[config.mk]
export PLATFORM = sky130hd
export DESIGN_NAME = bin_bcd_seq
export DESIGN_NICKNAME = d
export VERILOG_FILES = /design/src/rtl/bin_bcd_seq.sv
export SDC_FILE = /design/constraint.sdc
export NUM_CORES = 1
export LEC_CHECK = 0
export ABC_CLOCK_PERIOD_IN_PS = 1900
export CAP_MARGIN = 10
export CORE_MARGIN = 4
export CORE_UTILIZATION = 50
export CTS_CLUSTER_DIAMETER = 30
export DETAILED_ROUTE_END_ITERATION = 8
export GPL_TIMING_DRIVEN = 0
export HOLD_SLACK_MARGIN = 0.08
export PLACE_DENSITY_LB_ADDON = 0.15
export SLEW_MARGIN = 10
export SYNTH_ARGS = -nofsm -noshare
export SYNTH_HDL_FRONTEND = slang
export SYNTH_SLANG_ARGS = --single-unit
[constraint.sdc]
create_clock -name clk -period 1.9 [get_ports clk]
set_input_delay 0.285 -clock clk [delete_from_list [all_inputs] [get_ports clk]]
set_output_delay 0.285 -clock clk [all_outputs]
set_load 0.1 [all_outputs]
[src/rtl/bin_bcd_seq.sv]
// -----------------------------------------------------------------------------
// bin_bcd_seq -- sequential binary-to-BCD converter (shift-and-add-3).
//
// Takes a W-bit operand on a start/done handshake and produces DIGITS packed
// BCD digits, one shift per clock. A conversion accepted at edge 0 shifts on
// edges 1..W, publishes bcd/neg at edge W+1, and raises done for the
// following cycle. bcd/neg hold between conversions and never show partial
// results.
//
// Optional feature: define BIN_BCD_SIGNED_EN to treat bin_in as two's
// complement (magnitude is converted, sign reported on neg). When undefined,
// bin_in is unsigned and neg stays 0.
//
// Ports:
//   clk    in   system clock, rising edge
//   rst    in   synchronous active-low reset
//   start  in   conversion request, sampled only when idle
//   bin_in in   W-bit operand, captured on the accepted start cycle
//   busy   out  high from accept through the done cycle
//   done   out  one-cycle pulse when bcd/neg have just been updated
//   bcd    out  packed BCD result, digit 0 (units) in bits [3:0]
//   neg    out  sign of the result
// -----------------------------------------------------------------------------
module bin_bcd_seq #(
    parameter int W      = 16,
    parameter int DIGITS = 5
) (
    input  logic                  clk,
    input  logic                  rst,
    input  logic                  start,
    input  logic [W-1:0]          bin_in,
    output logic                  busy,
    output logic                  done,
    output logic [4*DIGITS-1:0]   bcd,
    output logic                  neg
);

    localparam int BW = 4 * DIGITS;
    localparam int CW = $clog2(W + 1);

    typedef enum logic [1:0] {
        IDLE  = 2'd0,
        SHIFT = 2'd1,
        LOAD  = 2'd2
    } state_t;

    state_t          state_q,   state_d;
    logic [CW-1:0]   cnt_q,     cnt_d;
    logic [BW-1:0]   scratch_q, scratch_d;
    logic [W-1:0]    operand_q, operand_d;
    logic            sign_q,    sign_d;
    logic [BW-1:0]   bcd_q,     bcd_d;
    logic            neg_q,     neg_d;
    logic            busy_q,    busy_d;
    logic            done_q,    done_d;

    logic [W-1:0]    in_mag;
    logic            in_neg;
    logic [BW-1:0]   corr;
    logic            unused_top_bit;

`ifdef BIN_BCD_SIGNED_EN
    // -2^(W-1) negates to itself, which read as unsigned is the right magnitude.
    assign in_neg = bin_in[W-1];
    assign in_mag = in_neg ? -bin_in : bin_in;
`else
    assign in_neg = 1'b0;
    assign in_mag = bin_in;
`endif

    // Add-3 correction on every digit in parallel, ahead of the shift.
    always_comb begin
        corr = scratch_q;
        for (int i = 0; i < DIGITS; i++) begin
            if (scratch_q[4*i +: 4] >= 4'd5) begin
                corr[4*i +: 4] = scratch_q[4*i +: 4] + 4'd3;
            end
        end
    end

    // The bit shifted out of the top digit is always zero because
    // 10^DIGITS exceeds the largest W-bit value.
    assign unused_top_bit = corr[BW-1];

    // NOTE: every combinational output gets a default first so no path
    // through the case leaves a signal unassigned (which would infer a latch).
    always_comb begin
        state_d   = state_q;
        cnt_d     = cnt_q;
        scratch_d = scratch_q;
        operand_d = operand_q;
        sign_d    = sign_q;
        bcd_d     = bcd_q;
        neg_d     = neg_q;
        busy_d    = 1'b0;
        done_d    = 1'b0;

        case (state_q)
            IDLE: begin
                // While done is still high we are in the done cycle: no accept.
                if (start && !done_q) begin
                    operand_d = in_mag;
                    sign_d    = in_neg;
                    scratch_d = '0;
                    cnt_d     = CW'(W);
                    busy_d    = 1'b1;
                    state_d   = SHIFT;
                end
            end
            SHIFT: begin
                busy_d    = 1'b1;
                scratch_d = {corr[BW-2:0], operand_q[W-1]};
                operand_d = {operand_q[W-2:0], 1'b0};
                cnt_d     = cnt_q - CW'(1);
                if (cnt_q == CW'(1)) begin
                    state_d = LOAD;
                end
            end
            LOAD: begin
                // busy stays high through the done cycle so done implies busy.
                busy_d  = 1'b1;
                done_d  = 1'b1;
                bcd_d   = scratch_q;
                neg_d   = sign_q;
                state_d = IDLE;
            end
            default: begin
                state_d = IDLE;
            end
        endcase
    end

    // NOTE: sequential state uses non-blocking assignments so every register
    // samples the pre-edge values regardless of statement order.
    always_ff @(posedge clk) begin
        if (!rst) begin
            state_q   <= IDLE;
            cnt_q     <= '0;
            scratch_q <= '0;
            operand_q <= '0;
            sign_q    <= 1'b0;
            bcd_q     <= '0;
            neg_q     <= 1'b0;
            busy_q    <= 1'b0;
            done_q    <= 1'b0;
        end else begin
            state_q   <= state_d;
            cnt_q     <= cnt_d;
            scratch_q <= scratch_d;
            operand_q <= operand_d;
            sign_q    <= sign_d;
            bcd_q     <= bcd_d;
            neg_q     <= neg_d;
            busy_q    <= busy_d;
            done_q    <= done_d;
        end
    end

    assign busy = busy_q;
    assign done = done_q;
    assign bcd  = bcd_q;
    assign neg  = neg_q;

endmodule

# Word-level counts from Yosys, hierarchy flattened
# Cells that the tools add are included.
# totals
latch_bits,0
reg_bits,65
ram_bits,0
word_cells,47
mem_count,0
inputBits,19
mem_bits_ro,0
# op_classes
n_mux,17
n_mul,0
n_eq_ne,5
n_reduce_logical,7
div,0
add_sub_neg,6
order_cmp,5
bitwise_logic,0
shifts,0
# op_table
op,count
$pmux 20 s2,1
$pmux 16 s2,1
$ge 4x3->1 const B,5
$mux 20,1
$add 4x2->4 const B,4
$mux 16,1
$mux 4,4
$pmux 5 s2,1
$eq 5x1->1 const B,1
$mux 5,1
$sub 5x1->5 const B,1
$mux 2,2
$ne 2x2->1 const B,2
$pmux 2 s2,1
$reduce_and 2->1,2
$add 3x2->3 const B,1
$mux 3,1
$eq 2x1->1 const B,1
$eq 2x2->1 const B,1
$logic_not 2->1,1
$mux 1,2
$pmux 1 s2,1
$reduce_bool 2->1,1
$reduce_or 2->1,1
2 further kinds,2

# Longest topological paths before layout
# depth
depth_word,4
ltp_mapped,8
mapped_depth_nobuf,6

# Worst setup path after synthesis
# Ideal clock, no wire load.
# synth_timing
kind,register to register
start,"reg done_q, in the netlist done"
end,reg operand_q[10]
path_buffers,1
setup_slack_ps,-91
t_required_ps,1754
arrival_time_ps,1845
path_stages_with_launch,6
cell_sequence,dfxtp_1 > and3b_2 > or2_4 > buf_4 > nor2_1 > a211oi_2
# synth_via
elab_chain_cells,4
# synth_lines
element,line,rtl
"start, declared",55,"logic done_q, done_d;"
"start signal, assigned",155,done_q <= done_d;
$logic_not 1->1,101,if (start && !done_q) begin
$logic_and 1x1->1,101,
$ne 2x2->1 (no line),n/a,
$reduce_and 2->1 (no line),n/a,
"end signal, assigned",150,operand_q <= operand_d;
"end, declared",50,"logic [W-1:0] operand_q, operand_d;"
# No other way between the ends.
# A chain may end at the register's enable or synchronous reset.

# Worst setup path after layout
# layout_timing
start,"reg bcd_q[1], in the netlist bcd[1]"
end,out bcd[1]
# layout_rtl
element,line,rtl
"start, declared",52,"logic [BW-1:0] bcd_q, bcd_d;"
"start signal, assigned",142,bcd_q <= '0;
"start signal, assigned",152,bcd_q <= bcd_d;
"end, declared",34,"output logic [4*DIGITS-1:0] bcd,"
# No word-level cell between the ends.

==> summary.json <==
{
  "max_slew_vio_count": {"value": 0},
  "wirelength": {"value": 6210, "unit": "µm"},
  "finalNonFillerCells": {"value": 443},
  "layout-area-overhead-vs-synth": {"value": 22.1, "unit": "%"},
  "regToRegEndpoint": {"value": "operand_q[10]$_SDFFE_PN0P_"},
  "worstHoldStart": {"value": "bcd[9]$_SDFFE_PN0P_"},
  "synth_flop_type": {"value": "sky130_fd_sc_hd__dfxtp_1"},
  "cts.root.buffer_cell": {"value": "sky130_fd_sc_hd__clkbuf_8"},
  "cell_family_with_most_cp_delay": {"value": "buffers and inverters"},
  "die_width": {"value": 86.4, "unit": "µm"},
  "antenna-diode-count": {"value": 0},
  "netlist_area": {"value": 0.00307, "unit": "mm²"},
  "r2r_cells": {"value": 8},
  "tightest_slew": {"value": 960, "unit": "ps"},
  "clock_tree.buffer_depth": {"value": 2},
  "worst_hold_path_type": {"value": "flip-flop to flip-flop"},
  "commonest_non_fill_non_tap_cells_in_the_layout": {"value": "sky130_fd_sc_hd__dfxtp_1 (63), sky130_fd_sc_hd__nor2_1 (44), sky130_fd_sc_hd__mux2i_1 (42), sky130_fd_sc_hd__dlygate4sd2_1 (22), sky130_fd_sc_hd__clkdlybuf4s50_1 (18)"},
  "clkSinkCount": {"value": 65},
  "worst_slew_margin_rel": {"value": 36.2, "unit": "%"},
  "cts_tree": {"value": "done"},
  "drtPass1Iterations": {"value": 4},
  "power.sequential.fraction": {"value": 43.1, "unit": "%"},
  "routed-via-count": {"value": 2337},
  "final_common_cell": {"value": "sky130_fd_sc_hd__dfxtp_1"},
  "grt_use_total": {"value": 17.9, "unit": "%"},
  "dp.final_hpwl": {"value": 4380, "unit": "µm"},
  "final_cell_area": {"value": 0.00375, "unit": "mm²"},
  "worstSetupPathType": {"value": "flip-flop to output pin"},
  "worst-path-max-fanout": {"value": 2},
  "final.period_utilization": {"value": 96.7, "unit": "%"},
  "timing.hold.worst_endpoint": {"value": "bcd[9]$_SDFFE_PN0P_"},
  "peakVddDrop": {"value": 0.000589, "unit": "V"},
  "grt_start_max_net_pins": {"value": 11},
  "yosysUniqueCellTypes": {"value": 37},
  "place.gp.congestion": {"value": 0.746},
  "boundaryPins": {"value": 42},
  "ys_warn_count": {"value": 0},
  "antenna_found_initial": {"value": 0},
  "cellLeakagePower": {"value": 1.51, "unit": "nW"},
  "placeableCoreArea": {"value": 0.00596, "unit": "mm²"},
  "clkPwrFrac": {"value": 32.1, "unit": "%"},
  "nets": {"value": 400},
  "final_layout_size_suffix_gt1_share": {"value": 13.6, "unit": "%"},
  "floorplan.die_area": {"value": 0.00746, "unit": "mm²"},
  "effective_utilization_at_floorplan": {"value": 51.6, "unit": "%"},
  "cp_cell_sequence": {"value": "dlygate4sd2_1"},
  "finalCriticalPeriod": {"value": 1840, "unit": "ps"},
  "p_per_area": {"value": 964, "unit": "mW/mm²"},
  "worst-r2r-setup-slack": {"value": 130, "unit": "ps"},
  "drtIter0Drc": {"value": 96},
  "timing.critical_path.to_type": {"value": "output pin"},
  "average_cell_area_after_synthesis": {"value": 9.82, "unit": "µm²"},
  "die-height": {"value": 86.4, "unit": "µm"},
  "critical_path.slowest_cell": {"value": "sky130_fd_sc_hd__dlygate4sd2_1"},
  "synth-edff-count": {"value": 0},
  "cts-buffers-inserted": {"value": 9},
  "netlist.area_leader.share": {"value": 42.3, "unit": "%"},
  "clk-insertion-delay-late": {"value": 340, "unit": "ps"},
  "drt-vias-per-instance": {"value": 5.28},
  "switchingPower": {"value": 1.09, "unit": "mW"},
  "cts_setup_buffers": {"value": 0},
  "post-synth-top-area-cell": {"value": "sky130_fd_sc_hd__dfxtp_1"},
  "comb_power_share": {"value": 24.8, "unit": "%"},
  "hold_path_depth": {"value": 2},
  "clock_skew": {"value": 7.26, "unit": "ps"},
  "report.final.setup_viol": {"value": 0},
  "place.detailed.instances": {"value": 428},
  "crit_cells": {"value": 1},
  "first_global_vias": {"value": 2230},
  "finalHoldViolations": {"value": 0},
  "worst_setup_slack_after_layout": {"value": 63.4, "unit": "ps"},
  "power_switching_share": {"value": 30.2, "unit": "%"},
  "critical_path.max_stage_delay": {"value": 860, "unit": "ps"},
  "residual_overflow_from_global_routing": {"value": 0},
  "route.antenna.remaining_nets": {"value": 0},
  "synth_sequential_area_ratio": {"value": 42.3, "unit": "%"},
  "synth_nets": {"value": 349},
  "synth_cells": {"value": 313},
  "numPortBuffers": {"value": 40},
  "post-place-ws": {"value": 52.1, "unit": "ps"},
  "worstPathBufferInverterCount": {"value": 1},
  "post_synth_main_area_contributors": {"value": "sky130_fd_sc_hd__dfxtp_1 (42%), sky130_fd_sc_hd__mux2i_1 (14%), sky130_fd_sc_hd__ha_1 (6.9%)"},
  "placed_instance_area": {"value": 0.00357, "unit": "mm²"},
  "internal_power": {"value": 2.53, "unit": "mW"},
  "fmax": {"value": 0.544, "unit": "GHz"},
  "grt_first_pass_wirelength": {"value": 10400, "unit": "µm"},
  "critical_path.startpoint_type": {"value": "flip-flop"},
  "status": {"value": "completed"},
  "synth-seq-cells": {"value": 65},
  "drv.max_cap_violation_count": {"value": 0},
  "remaining_drc_errors": {"value": 0},
  "htreeDepth": {"value": 3},
  "layout.core_utilization": {"value": 63.0, "unit": "%"},
  "crit_required": {"value": 1620, "unit": "ps"},
  "worst_setup_hold_path_clk_slew": {"value": 70, "unit": "ps"},
  "setup-tns-final": {"value": 0, "unit": "ps"},
  "wire_length_per_cell": {"value": 14.0, "unit": "µm"},
  "synth_async_sr_flop_share": {"value": 0, "unit": "%"},
  "timing.rr.start": {"value": "state_q[1]$_SDFFE_PN0P_"},
  "timing.critical_path.arrival": {"value": 1550, "unit": "ps"},
  "rows": {"value": 28}
}
## power groups by stage
stage | combinational, mW | clock, mW | sequential [mW]
floorplan | 0.661 | 0 | 1.61
global placement | 0.878 | 0 | 1.58
detailed placement | 0.890 | 0 | 1.59
CTS | 0.890 | 1.19 | 1.56
global route | 0.991 | 1.26 | 1.58
finish | 0.898 | 1.16 | 1.56
## flip-flops by register name (all words and copies together), names as in the netlist
register	cells
operand_q	16
busy	1
cnt_q	5
bcd	20
done	1
scratch_q	20
state_q	2
## worst max path at each step
stage | end | slack (ps) | start
2_1_floorplan | operand_q[10]$_SDFFE_PN0P_ | 230 | done$_SDFF_PN0_
3_3_place_gp | scratch_q[8]$_SDFFE_PN0P_ | 60 | state_q[0]$_SDFFE_PN0P_
3_5_place_dp | scratch_q[19]$_SDFFE_PN0P_ | 50 | state_q[0]$_SDFFE_PN0P_
4_1_cts | scratch_q[19]$_SDFFE_PN0P_ | 20 | state_q[0]$_SDFFE_PN0P_
5_1_grt | scratch_q[15]$_SDFFE_PN0P_ | -2 | state_q[1]$_SDFFE_PN0P_
6_report | bcd[1] | 60 | bcd[1]$_SDFFE_PN0P_
## final cells by class
type	count	area, µm²
clock inverters	3	40.0
fillers	515	2200
inverters	18	67.6
flip-flops and latches	65	1300
repair buffers	40	373
plain buffers	19	110
multi-input cells	211	1610
well taps	75	93.8
clock buffers	12	155
## metal layers
metal / GRT usage (%) / part of all wire, % / vias up
met4: 5.81 / 1.1 / 0
met5: 0 / 0 / -
li1: - / - / 1185
met1: 22.2 / 46 / 1098
met2: 28.4 / 47 / 46
met3: 6.94 / 5.2 / 8
## per-stage QoR
| step | hold WS [ps] | power (mW) |
|---|---|---|
| finish | 489 | 3.62 |
| global route | 532 | 3.83 |
| CTS | 496 | 3.64 |
| detailed placement | 485 | 2.48 |
| global placement | 475 | 2.46 |
| floorplan | 447 | 2.27 |
## Yosys cell counts, types with 2 or more instances
cell,instances
sky130_fd_sc_hd__a22oi_1,2
sky130_fd_sc_hd__a211oi_2,15
sky130_fd_sc_hd__and2_1,2
sky130_fd_sc_hd__xor2_1,3
sky130_fd_sc_hd__o21ai_1,3
sky130_fd_sc_hd__dfxtp_1,65
sky130_fd_sc_hd__inv_1,16
sky130_fd_sc_hd__mux2i_1,42
sky130_fd_sc_hd__a21oi_1,16
sky130_fd_sc_hd__nand3b_1,5
sky130_fd_sc_hd__nor2_1,44
sky130_fd_sc_hd__buf_4,4
sky130_fd_sc_hd__clkbuf_1,6
sky130_fd_sc_hd__nand3_1,5
sky130_fd_sc_hd__a32o_1,10
sky130_fd_sc_hd__nand2_1,6
sky130_fd_sc_hd__xnor2_1,9
sky130_fd_sc_hd__buf_2,7
sky130_fd_sc_hd__o21ai_0,8
sky130_fd_sc_hd__nor3_1,7
sky130_fd_sc_hd__nand2b_1,6
sky130_fd_sc_hd__ha_1,17
## logic make-up (layout without fill, tap and decap cells)
family	count (synthesis)	after routing	synth area share [%]
other	1	1	0.122
XOR/XNOR	12	12	3.42
AO/OA/AOI/OAI	59	59	15.6
flip-flops	65	65	42.3
buffers and inverters	37	92	5.54
multiplexers	42	42	13.7
adder cells (fa/ha/maj)	17	17	6.92
AND/OR/NAND/NOR	80	80	12.3
## what timing repair did
item	4_1_cts	5_1_grt
gates resized for setup	22	6
hold buffers	0	0
setup endpoints to repair	22	34
Note: power is estimated with default switching activity, not from simulation.
